`config.mk`:
```
export PLATFORM = sky130hd
export DESIGN_NAME = mixer_if_nco_flat
export DESIGN_NICKNAME = d
export VERILOG_FILES = /design/src/rtl/mixer_if_nco_if.sv /design/src/rtl/mixer_if_nco.sv /design/src/flat_wrapper.sv
export SDC_FILE = /design/constraint.sdc
export NUM_CORES = 1
export LEC_CHECK = 0
export ABC_AREA = 1
export CAP_MARGIN = 10
export CORE_ASPECT_RATIO = 1.75
export CORE_MARGIN = 2
export CORE_UTILIZATION = 56
export CTS_CLUSTER_DIAMETER = 60
export CTS_CLUSTER_SIZE = 14
export DETAILED_ROUTE_END_ITERATION = 7
export GPL_TIMING_DRIVEN = 0
export PLACE_DENSITY = 0.78
export SYNTH_ARGS = -nofsm -noshare
export SYNTH_HDL_FRONTEND = slang
export SYNTH_SLANG_ARGS = --single-unit
export TNS_END_PERCENT = 20
```
`constraint.sdc`:
```
create_clock -name clk -period 3.7 [get_ports clk]
set_input_delay 0.555 -clock clk [delete_from_list [all_inputs] [get_ports clk]]
set_output_delay 0.555 -clock clk [all_outputs]
set_load 0.02 [all_outputs]
```
`src/rtl/mixer_if_nco_if.sv`:
```
// mixer_if_nco_if: bundle between the prescalers and the IF NCO (master drives en/pd/rf_edge/osc_edge; slave returns if_cnt/if_valid/ovf/out_sample/out_valid)
interface mixer_if_nco_if #(
  parameter int NCH = 2,
  parameter int CNT_W = 16,
  parameter int OUT_W = 12
);
  logic en;
  logic [NCH-1:0] pd, rf_edge, osc_edge, ovf;
  logic [NCH*CNT_W-1:0] if_cnt;
  logic if_valid, out_valid;
  logic [NCH*OUT_W-1:0] out_sample;
  modport master(output en, pd, rf_edge, osc_edge, input if_cnt, if_valid, ovf, out_sample, out_valid);
  modport slave(input en, pd, rf_edge, osc_edge, output if_cnt, if_valid, ovf, out_sample, out_valid);
endinterface

```
`src/rtl/mixer_if_nco.sv`:
```
// mixer_if_nco: per-channel gated RF/LO edge counter feeding a cosine NCO; ports clk, rst_n (async low), bus (slave: en, pd, rf_edge, osc_edge in; if_cnt, if_valid, ovf, out_sample, out_valid out)
module mixer_if_nco #(
  parameter int NCH = 2,
  parameter int CNT_W = 16,
  parameter int GATE_CYCLES = 100,
  parameter int PHASE_W = 20,
  parameter int OUT_W = 12,
  parameter int DEFAULT_IF = 1
) (
  input logic clk,
  input logic rst_n,
  mixer_if_nco_if.slave bus
);
  localparam int WIN_W = $clog2(GATE_CYCLES);
  localparam logic [CNT_W-1:0] CMAX = '1;
  localparam logic [CNT_W-1:0] DEF = CNT_W'(DEFAULT_IF);
  localparam int AMP = 2 ** (OUT_W - 1) - 1;
  function automatic int cos_tab(int k);
    real x, term, sum;
    x = 3.14159265358979323846 * (2.0 * k + 1.0) / 256.0;
    term = 1.0;
    sum = 1.0;
    for (int n = 1; n <= 14; n++) begin
      term = -term * x * x / ((2.0 * n - 1.0) * (2.0 * n));
      sum = sum + term;
    end
    return $rtoi(real'(AMP) * sum + 0.5);
  endfunction
  logic [OUT_W-2:0] tbl [64];
  for (genvar k = 0; k < 64; k++) begin : g_tbl
    localparam int V = cos_tab(k);
    assign tbl[k] = V[OUT_W-2:0];
  end
  logic [WIN_W-1:0] win_cnt;
  logic close, if_valid_r, out_valid_r;
  assign close = bus.en && win_cnt == WIN_W'(GATE_CYCLES - 1);
  assign bus.if_valid = if_valid_r;
  assign bus.out_valid = out_valid_r;
  always_ff @(posedge clk or negedge rst_n)
    if (!rst_n) begin
      win_cnt <= '0;
      if_valid_r <= 1'b0;
      out_valid_r <= 1'b0;
    end else begin
      if_valid_r <= close;
      out_valid_r <= bus.en;
      if (bus.en) win_cnt <= close ? '0 : win_cnt + WIN_W'(1);
    end
  for (genvar c = 0; c < NCH; c++) begin : g_ch
    logic [CNT_W-1:0] rf_c, osc_c, rf_n, osc_n, ifc;
    logic live, rf_sat, osc_sat, pend, ovf_r;
    logic [PHASE_W-1:0] phase;
    logic [7:0] p8;
    logic [OUT_W-2:0] mag;
    logic signed [OUT_W-1:0] cosv, smp;
    // ovf flags a pulse lost against a full counter, so an exact full-scale count is not an overflow
    always_comb begin
      live = bus.en && !bus.pd[c];
      rf_sat = live && bus.rf_edge[c] && rf_c == CMAX;
      osc_sat = live && bus.osc_edge[c] && osc_c == CMAX;
      rf_n = rf_c + CNT_W'(live && bus.rf_edge[c] && !rf_sat);
      osc_n = osc_c + CNT_W'(live && bus.osc_edge[c] && !osc_sat);
      p8 = phase[PHASE_W-1 -: 8];
      mag = p8[6] ? tbl[~p8[5:0]] : tbl[p8[5:0]];
      cosv = (p8[7] ^ p8[6]) ? -$signed({1'b0, mag}) : $signed({1'b0, mag});
    end
    always_ff @(posedge clk or negedge rst_n)
      if (!rst_n) begin
        rf_c <= '0;
        osc_c <= '0;
        pend <= 1'b0;
        ifc <= DEF;
        ovf_r <= 1'b0;
        phase <= '0;
        smp <= '0;
      end else if (bus.en) begin
        rf_c <= close ? '0 : rf_n;
        osc_c <= close ? '0 : osc_n;
        pend <= !close && (pend || rf_sat || osc_sat);
        if (close) begin
          ifc <= (bus.pd[c] || rf_n <= osc_n) ? DEF : rf_n - osc_n;
          ovf_r <= pend || rf_sat || osc_sat;
        end
        phase <= bus.pd[c] ? '0 : phase + PHASE_W'(ifc);
        smp <= bus.pd[c] ? '0 : cosv;
      end
    assign bus.if_cnt[c*CNT_W +: CNT_W] = ifc;
    assign bus.ovf[c] = ovf_r;
    assign bus.out_sample[c*OUT_W +: OUT_W] = smp;
  end
endmodule

```
`src/flat_wrapper.sv`:
```
// flat-port wrapper written by rule: the top's interface ports become plain ports
module mixer_if_nco_flat 
#(
  parameter int NCH = 2,
  parameter int CNT_W = 16,
  parameter int GATE_CYCLES = 100,
  parameter int PHASE_W = 20,
  parameter int OUT_W = 12,
  parameter int DEFAULT_IF = 1
)
  (clk, rst_n, bus_en, bus_pd, bus_rf_edge, bus_osc_edge, bus_if_cnt, bus_if_valid, bus_ovf, bus_out_sample, bus_out_valid);
  mixer_if_nco_if #(.NCH(NCH), .CNT_W(CNT_W), .OUT_W(OUT_W)) bus_i ();
  input logic clk;
  input logic rst_n;
  input wire logic [$bits(bus_i.en)-1:0] bus_en;
  input wire logic [$bits(bus_i.pd)-1:0] bus_pd;
  input wire logic [$bits(bus_i.rf_edge)-1:0] bus_rf_edge;
  input wire logic [$bits(bus_i.osc_edge)-1:0] bus_osc_edge;
  output wire logic [$bits(bus_i.if_cnt)-1:0] bus_if_cnt;
  output wire logic [$bits(bus_i.if_valid)-1:0] bus_if_valid;
  output wire logic [$bits(bus_i.ovf)-1:0] bus_ovf;
  output wire logic [$bits(bus_i.out_sample)-1:0] bus_out_sample;
  output wire logic [$bits(bus_i.out_valid)-1:0] bus_out_valid;
  assign bus_i.en = bus_en;
  assign bus_i.pd = bus_pd;
  assign bus_i.rf_edge = bus_rf_edge;
  assign bus_i.osc_edge = bus_osc_edge;
  assign bus_if_cnt = bus_i.if_cnt;
  assign bus_if_valid = bus_i.if_valid;
  assign bus_ovf = bus_i.ovf;
  assign bus_out_sample = bus_i.out_sample;
  assign bus_out_valid = bus_i.out_valid;
  mixer_if_nco #(.NCH(NCH), .CNT_W(CNT_W), .GATE_CYCLES(GATE_CYCLES), .PHASE_W(PHASE_W), .OUT_W(OUT_W), .DEFAULT_IF(DEFAULT_IF)) u_core (.clk(clk), .rst_n(rst_n), .bus(bus_i));
endmodule
```
* Yosys cells after proc, flatten, opt, wreduce, memory -nomap -nowiden
Memories as Yosys holds them, arrays and structs flattened.
Index checks and enable logic that the tools add are counted.
** Storage, ports and cells
- Register bits :: 173
- Bits in read-only memories :: 2816
- Input port bits :: 9
- Output and inout port bits :: 60
- Logic and storage cells :: 105
- Memories kept :: 4
** Operators by class
- Add/subtract/negate cells :: 11
- $lt $le $gt $ge :: 6
- Equal/unequal tests :: 5
- Mux-type cells :: 23
- Bitwise logic cells :: 8
- Reductions and logical operators :: 31
** Memories
- (name not given) :: depth 64, width 11, rd ports 1, clocked after memory_dff 0, write ports 0, line mixer_if_nco.sv:64 : mag = p8[6] ? tbl[~p8[5:0]] : tbl[p8[5:0]];
- (name not given) :: depth 64, width 11, rd ports 1, clocked after memory_dff 0, write ports 0, line mixer_if_nco.sv:64
- (name not given) :: depth 64, width 11, rd ports 1, clocked after memory_dff 0, write ports 0, line mixer_if_nco.sv:64
- (name not given) :: depth 64, width 11, rd ports 1, clocked after memory_dff 0, write ports 0, line mixer_if_nco.sv:64
** Operators by type and width (count)
- two-way mux 11 bit :: 10
- two-way mux 16 bit :: 6
- adder 16 x 1 -> 16 bit :: 4
- equality test 16 bit, second input constant :: 4
- two-way mux 12 bit :: 4
- adder 20 x 16 -> 20 bit :: 2
- two-way mux 20 bit :: 2
- <= comparator 16 bit :: 2
- subtractor 16 bit :: 2
- >= comparator 7 bit, second input constant :: 4
- inverter 6 -> 7 bit :: 4
- negator 11 -> 12 bit :: 2
- logical AND 1 bit :: 17
- inverter 6 bit :: 2
- adder 7 x 1 -> 7 bit, second input constant :: 1
- equality test 7 bit, second input constant :: 1
- logical NOT 1 bit :: 7
- two-way mux 7 bit :: 1
- logical OR 1 bit :: 6
- AND reduction 2 bit :: 1
- bitwise XOR 1 bit :: 2

* Depth between registers and ports, before layout
- Depth after elaboration :: 10
- Depth in mapped cells :: 30
- Depth with buffers taken out :: 29

* Worst setup path after synthesis
OpenSTA, ideal clock, no wires.
- Kind :: input port to flip-flop
- Start :: input port bus_en
- End :: register u_core.g_ch[1].ifc[10]
- Setup time :: 0.133 ns
- Arrival time :: 4.156 ns
- Data required time :: 3.567 ns
- Setup slack :: -0.590 ns
- Stages on the path :: 27
- Path buffers :: 3
- Path through :: buf_2 -> inv_2 -> nor2_1 -> clkbuf_1 -> nand2_1 -> nor2_1 -> ha_1 -> nand3_1 -> nor2_1 -> nand2_1 -> nor2_1 -> inv_1 -> nor3_1 -> nand2_1 -> nor2_2 -> nand2_1 -> xor2_1 -> inv_1 -> ha_1 -> nand2_1 -> inv_1 -> nand3_1 -> nor3_1 -> a311oi_1 -> nand2_1 -> clkbuf_1 -> o21ai_0
** On the way
- Cells in the longest elaborated chain, start to end :: 9
- Elaborated cells between the ends (all ways) :: 17
- Classes of those cells :: add/sub: 3; order compare: 1; mux: 1; reduce/logical: 12
** Ends and longest elaborated chain
- from (decl) :: line flat_wrapper.sv:15 : input wire logic [$bits(bus_i.en)-1:0] bus_en;
- logical AND 1 bit :: line mixer_if_nco.sv:58 : live = bus.en && !bus.pd[c];
- logical AND 1 bit, on equally long branches
- logical AND 1 bit, on equally long branches :: line mixer_if_nco.sv:59, mixer_if_nco.sv:60
- logical NOT 1 bit, on equally long branches :: line mixer_if_nco.sv:61, mixer_if_nco.sv:62
- logical AND 1 bit, on equally long branches :: line mixer_if_nco.sv:61, mixer_if_nco.sv:62
- adder 16 x 1 -> 16 bit, on equally long branches :: line mixer_if_nco.sv:61, mixer_if_nco.sv:62
- <= comparator 16 bit :: line mixer_if_nco.sv:81 : ifc <= (bus.pd[c] || rf_n <= osc_n) ? DEF : rf_n - osc_n;
- logical OR 1 bit :: line mixer_if_nco.sv:81
- two-way mux 16 bit :: line mixer_if_nco.sv:81
- to (signal assigned) :: line mixer_if_nco.sv:81
- to (decl) :: line mixer_if_nco.sv:50 : logic [CNT_W-1:0] rf_c, osc_c, rf_n, osc_n, ifc;
Parallel ways exist; a longest one is shown, timed or not.
A chain may end at the register's enable or synchronous reset.

* Final worst setup path
- Start :: register u_core.g_ch[1].rf_c[10]
- End :: register u_core.g_ch[1].ifc[11]
** On the way
- Cells in the longest elaborated chain, start to end :: 8
- Elaborated cells between the ends (all ways) :: 9
- Classes of those cells :: add/sub: 2; order compare: 1; eq/ne: 1; mux: 1; reduce/logical: 4
** Ends and longest elaborated chain
- from (decl) :: line mixer_if_nco.sv:50
- from (signal assigned) :: line mixer_if_nco.sv:77 : rf_c <= close ? '0 : rf_n;
- equality test 16 bit :: line mixer_if_nco.sv:59 : rf_sat = live && bus.rf_edge[c] && rf_c == CMAX;
- logical AND 1 bit :: line mixer_if_nco.sv:59
- logical NOT 1 bit :: line mixer_if_nco.sv:61 : rf_n = rf_c + CNT_W'(live && bus.rf_edge[c] && !rf_sat);
- logical AND 1 bit :: line mixer_if_nco.sv:61
- adder 16 x 1 -> 16 bit * :: line mixer_if_nco.sv:61
- <= comparator 16 bit :: line mixer_if_nco.sv:81
- logical OR 1 bit :: line mixer_if_nco.sv:81
- two-way mux 16 bit * :: line mixer_if_nco.sv:81
Every way passes the cells marked *; elsewhere a longest branch is shown, timed or not.

==> run_results.csv <==
group,metric,value,unit
sta,finalClockSkew,0.0155,ns
synth,synth_top_cell_area_share,29.8,%
final_layout,share_of_layout_cells_above_drive_strength_1,12.0,%
place,cell_total_after_placement,2566,
clock_tree,cts_made_buffers,17,
critical_path,setup.worst_path.start,"u_core.g_ch[1].rf_c[10]$_DFFE_PN0P_",
synth,synth_seq_cells,173,
route,route.detailed.vias_per_inst,6.53,
clock_tree,clk_pin_slew_worst_paths,0.07,ns
sta,tightest_slew,1.11,ns
sta,timing.final.ws_setup,-0.668,ns
synth,post_synth_num_cell_types,51,
route,drc,4,
critical_path,cp-end-kind,"register",
final_layout,post_route_non_filler_standard_cell_count,2672,
place,gpl.final_weighted_congestion,1.05,
route,dr.pass1.iters,8,
sta,slew_headroom,26.0,%
grt,grt_antenna_before_repair,0,
synth,postSynthNetCount,2288,
hold_path,hold_class,"input pin to asynchronous set/reset pin",
synth,yosys_synthesis_warning_count,0,
run,drv_cap,0,
status,run_status,"finished, violations left",
final_layout,final_util,68.7,%
pwr,p_leak,8.53,nW
critical_path,setup.worst_path.start_class,"register",
synth,syn-mean-instance-area,6.58,um2
sta,min_period,4.37,ns
clock_tree,cts.hold.buffers_added,0,
synth,synthTopCellsByArea,"dfrtp_1 (30%), nand2_1 (18%), ha_1 (8.2%), nand3_1 (7.5%), o21ai_0 (5.7%)",
die,placement_rows,77,
route,overall_via_count_from_detail_route,17500,
sta,finalSetupViolations,32,
sta,timing.final.max_slew_violations,0,
final_layout,layout-area-overhead-vs-synth,20.8,%
die,core,0.0252,mm2
clock_tree,tritoncts,"built",
die,io-pin-count,69,
place,io_buffer_count,68,
clock_tree,ctsHtreeMaxLevel,4,
synth,synth.top_cells.by_count,"nand2_1 (689), nand3_1 (215), inv_1 (201), nor2_1 (184), dfrtp_1 (171)",
synth,synth.yosys.seq_area_share,30.2,%
die,die_area,0.0270,mm2
route,detail_route.wl_per_cell,23.0,um
synth,ys_async_sr_fraction,100,%
synth,yosysMostFrequentCell,"nand2_1",
grt,global_routing_usage_summed_across_all_routing_layers,41.1,%
sta,whs,-0.0171,ns
grt,grt_max_degree,125,
pwr,ir_drop,509,uV
route,first_iter_violations,2208,
critical_path,critical_path.max_fanout,5,
route,routed_wirelength,61.4,mm
synth,count_of_flip_flops_with_a_built_in_enable_after_synthesis,0,
pwr,power.density,414,mW/mm2
synth,synth.cell_area,0.0143,mm2
synth,synth_top_area_cell,"dfrtp_1",
critical_path,timing.rr.start,"u_core.g_ch[1].rf_c[10]$_DFFE_PN0P_",
clock_tree,cts-root-buf,"clkbuf_16",
grt,first_global_vias,16800,
die,floorplan.die.height,216,um
critical_path,crit_type,"register to register",
sta,fin_crit_sh,118,%
clock_tree,numClockSinks,173,
critical_path,timing.critical_path.required,4.11,ns
sta,max_freq,229,MHz
critical_path,signal_arrival_time_at_the_worst_endpoint,4.77,ns
synth,synth-main-ff-cell,"dfrtp_1",
die,initial_core_util,56.8,%
grt,grt_first_pass_wirelength,87.4,mm
final_layout,diodes,0,
die,dieWidth,125,um
sta,rsz_0062_raised_after_global_routing,"true",
final_layout,finalNetCount,2451,
clock_tree,cts-root-to-sink-buffers,2,
final_layout,fillers,2019,
status,violated_checks,"design-rule violations, negative hold slack, negative setup slack",
place,dpl.hpwl,39.0,mm
synth,synthesized_instance_count,2181,
sta,timing.final.hold_violations,17,
clock_tree,insertion_delay,0.48,ns
route,detail-route-antenna-nets,0,
grt,congestion_overflow_gr,0,
-- where the power goes --
part / switching, mW / internal [mW] / total, mW
logic: 1.82 / 1.10 / 2.93
registers: 0.261 / 2.12 / 2.38
clock network: 0.899 / 0.978 / 1.88
-- flip-flops by register name, indices dropped and copies added, names as in the netlist --
name	flops
u_core.g_ch.ovf_r	2
u_core.g_ch.osc_c	32
u_core.g_ch.smp	24
u_core.bus.out_valid	1
u_core.win_cnt	7
u_core.g_ch.pend	2
u_core.bus.if_valid	1
u_core.g_ch.rf_c	32
u_core.g_ch.ifc	32
u_core.g_ch.phase	40
-- layer usage --
layer	vias to the layer above	global-route usage [%]	part of all wire [%]
li1	7564	-	-
met1	7930	44.1	33
met2	1424	69.8	46
met3	539	6.69	9.5
met4	0	35.0	11
met5	-	0	0
-- layout make-up --
| class | instances | area [um2] | share of cell area (%) |
|---|---|---|---|
| inverters | 211 | 797 | 4.60 |
| flip-flops and latches | 173 | 4330 | 25.0 |
| clock inverters | 12 | 125 | 0.722 |
| clock buffers | 19 | 453 | 2.61 |
| plain buffers | 73 | 407 | 2.35 |
| repair buffers | 145 | 1300 | 7.51 |
| multi-input cells | 1723 | 9520 | 54.9 |
| well taps | 316 | 395 | 2.28 |
-- critical path, cell delays in order, from the launching register on --
cell      delay [ns]
dfrtp_2         0.46
nand2_2         0.13
or4_4           0.46
nor4_4          0.27
nor2_4          0.08
ha_4            0.19
buf_4           0.14
ha_4            0.17
nand4_1         0.14
xor2_2          0.46
inv_1           0.17
ha_4            0.35
nand2_4         0.07
inv_2           0.09
nand3_4         0.10
nor3_4          0.16
nand2_2         0.08
o211ai_1        0.14
nand2_2         0.20
a21oi_1         0.23
o21ai_1         0.13
nand2_1         0.08
-- cells by family (layout without fill, tap and decap cells) --
| kind of cell | Yosys count | count (layout) | share of synthesized area, % |
|---|---|---|---|
| buf+inv | 285 | 460 | 8.12 |
| compound gates | 394 | 394 | 15.3 |
| fa+ha+maj | 98 | 98 | 8.75 |
| simple gates | 1165 | 1165 | 33.7 |
| flops | 173 | 173 | 30.2 |
| xor+xnor | 66 | 66 | 4.03 |
-- layout by cell type (no fill, tap or decap), types with 6 or more instances in the layout --
| cell type | n |
|---|---|
| o22ai_1 | 40 |
| clkdlybuf4s50_1 | 64 |
| buf_6 | 6 |
| a21oi_2 | 6 |
| nand2_2 | 20 |
| a31oi_1 | 7 |
| xor2_1 | 34 |
| nand3_1 | 210 |
| ha_2 | 6 |
| o21ai_2 | 13 |
| buf_4 | 86 |
| nor2_4 | 8 |
| inv_1 | 193 |
| ha_1 | 75 |
| o21ai_0 | 143 |
| clkbuf_16 | 17 |
| xnor2_1 | 24 |
| nor2_1 | 170 |
| ha_4 | 13 |
| clkbuf_1 | 37 |
| buf_2 | 12 |
| nor3_1 | 16 |
| a21o_1 | 7 |
| o211ai_1 | 12 |
| nand4_1 | 23 |
| o21ai_1 | 23 |
| nor2_2 | 12 |
| a21oi_1 | 110 |
| inv_2 | 13 |
| nand2_1 | 667 |
| dfrtp_1 | 169 |
-- timing repair --
action | CTS | global route
buffers inserted | 50 | 24
resized for setup | 92 | 75
cloned | 2 | 0
pin swaps | 45 | 40
setup endpoints to repair | 32 | 36
-- worst paths after layout --
check / endpoint / slack [ns] / depth (start not counted)
worst max-delay path: u_core.g_ch[1].ifc[11]$_DFFE_PN0P_ / -0.67 / 21
worst min-delay path: u_core.g_ch[1].osc_c[13]$_DFFE_PN0P_ / -0.02 / 1
worst max register to register: u_core.g_ch[1].ifc[11]$_DFFE_PN0P_ / -0.67 / 21
worst min register to register: u_core.win_cnt[6]$_DFFE_PN0P_ / 0.48 / 1
max in group asynchronous: u_core.g_ch[0].phase[15]$_DFFE_PN0P_ / 2.73 / 2
min in group clk: u_core.bus.out_valid$_DFF_PN0_ / 0.36 / 1
-- stage by stage --
step	power [mW]	TNS, ns	setup slack (ns)	hold WS, ns	area (um2)
6_report	7.18	-17.79	-0.668	-0.0171	17300
4_1_cts	6.58	-3.55	-0.248	0.00608	16900
3_5_place_dp	4.53	-47.65	-1.55	0.462	15500
2_1_floorplan	3.89	-0.00742	-0.00389	0.259	14400
5_1_grt	7.41	-21.81	-0.792	0.0195	17300
3_3_place_gp	4.46	-891.78	-4.94	0.454	15500
(Power assumes the default switching activity.)
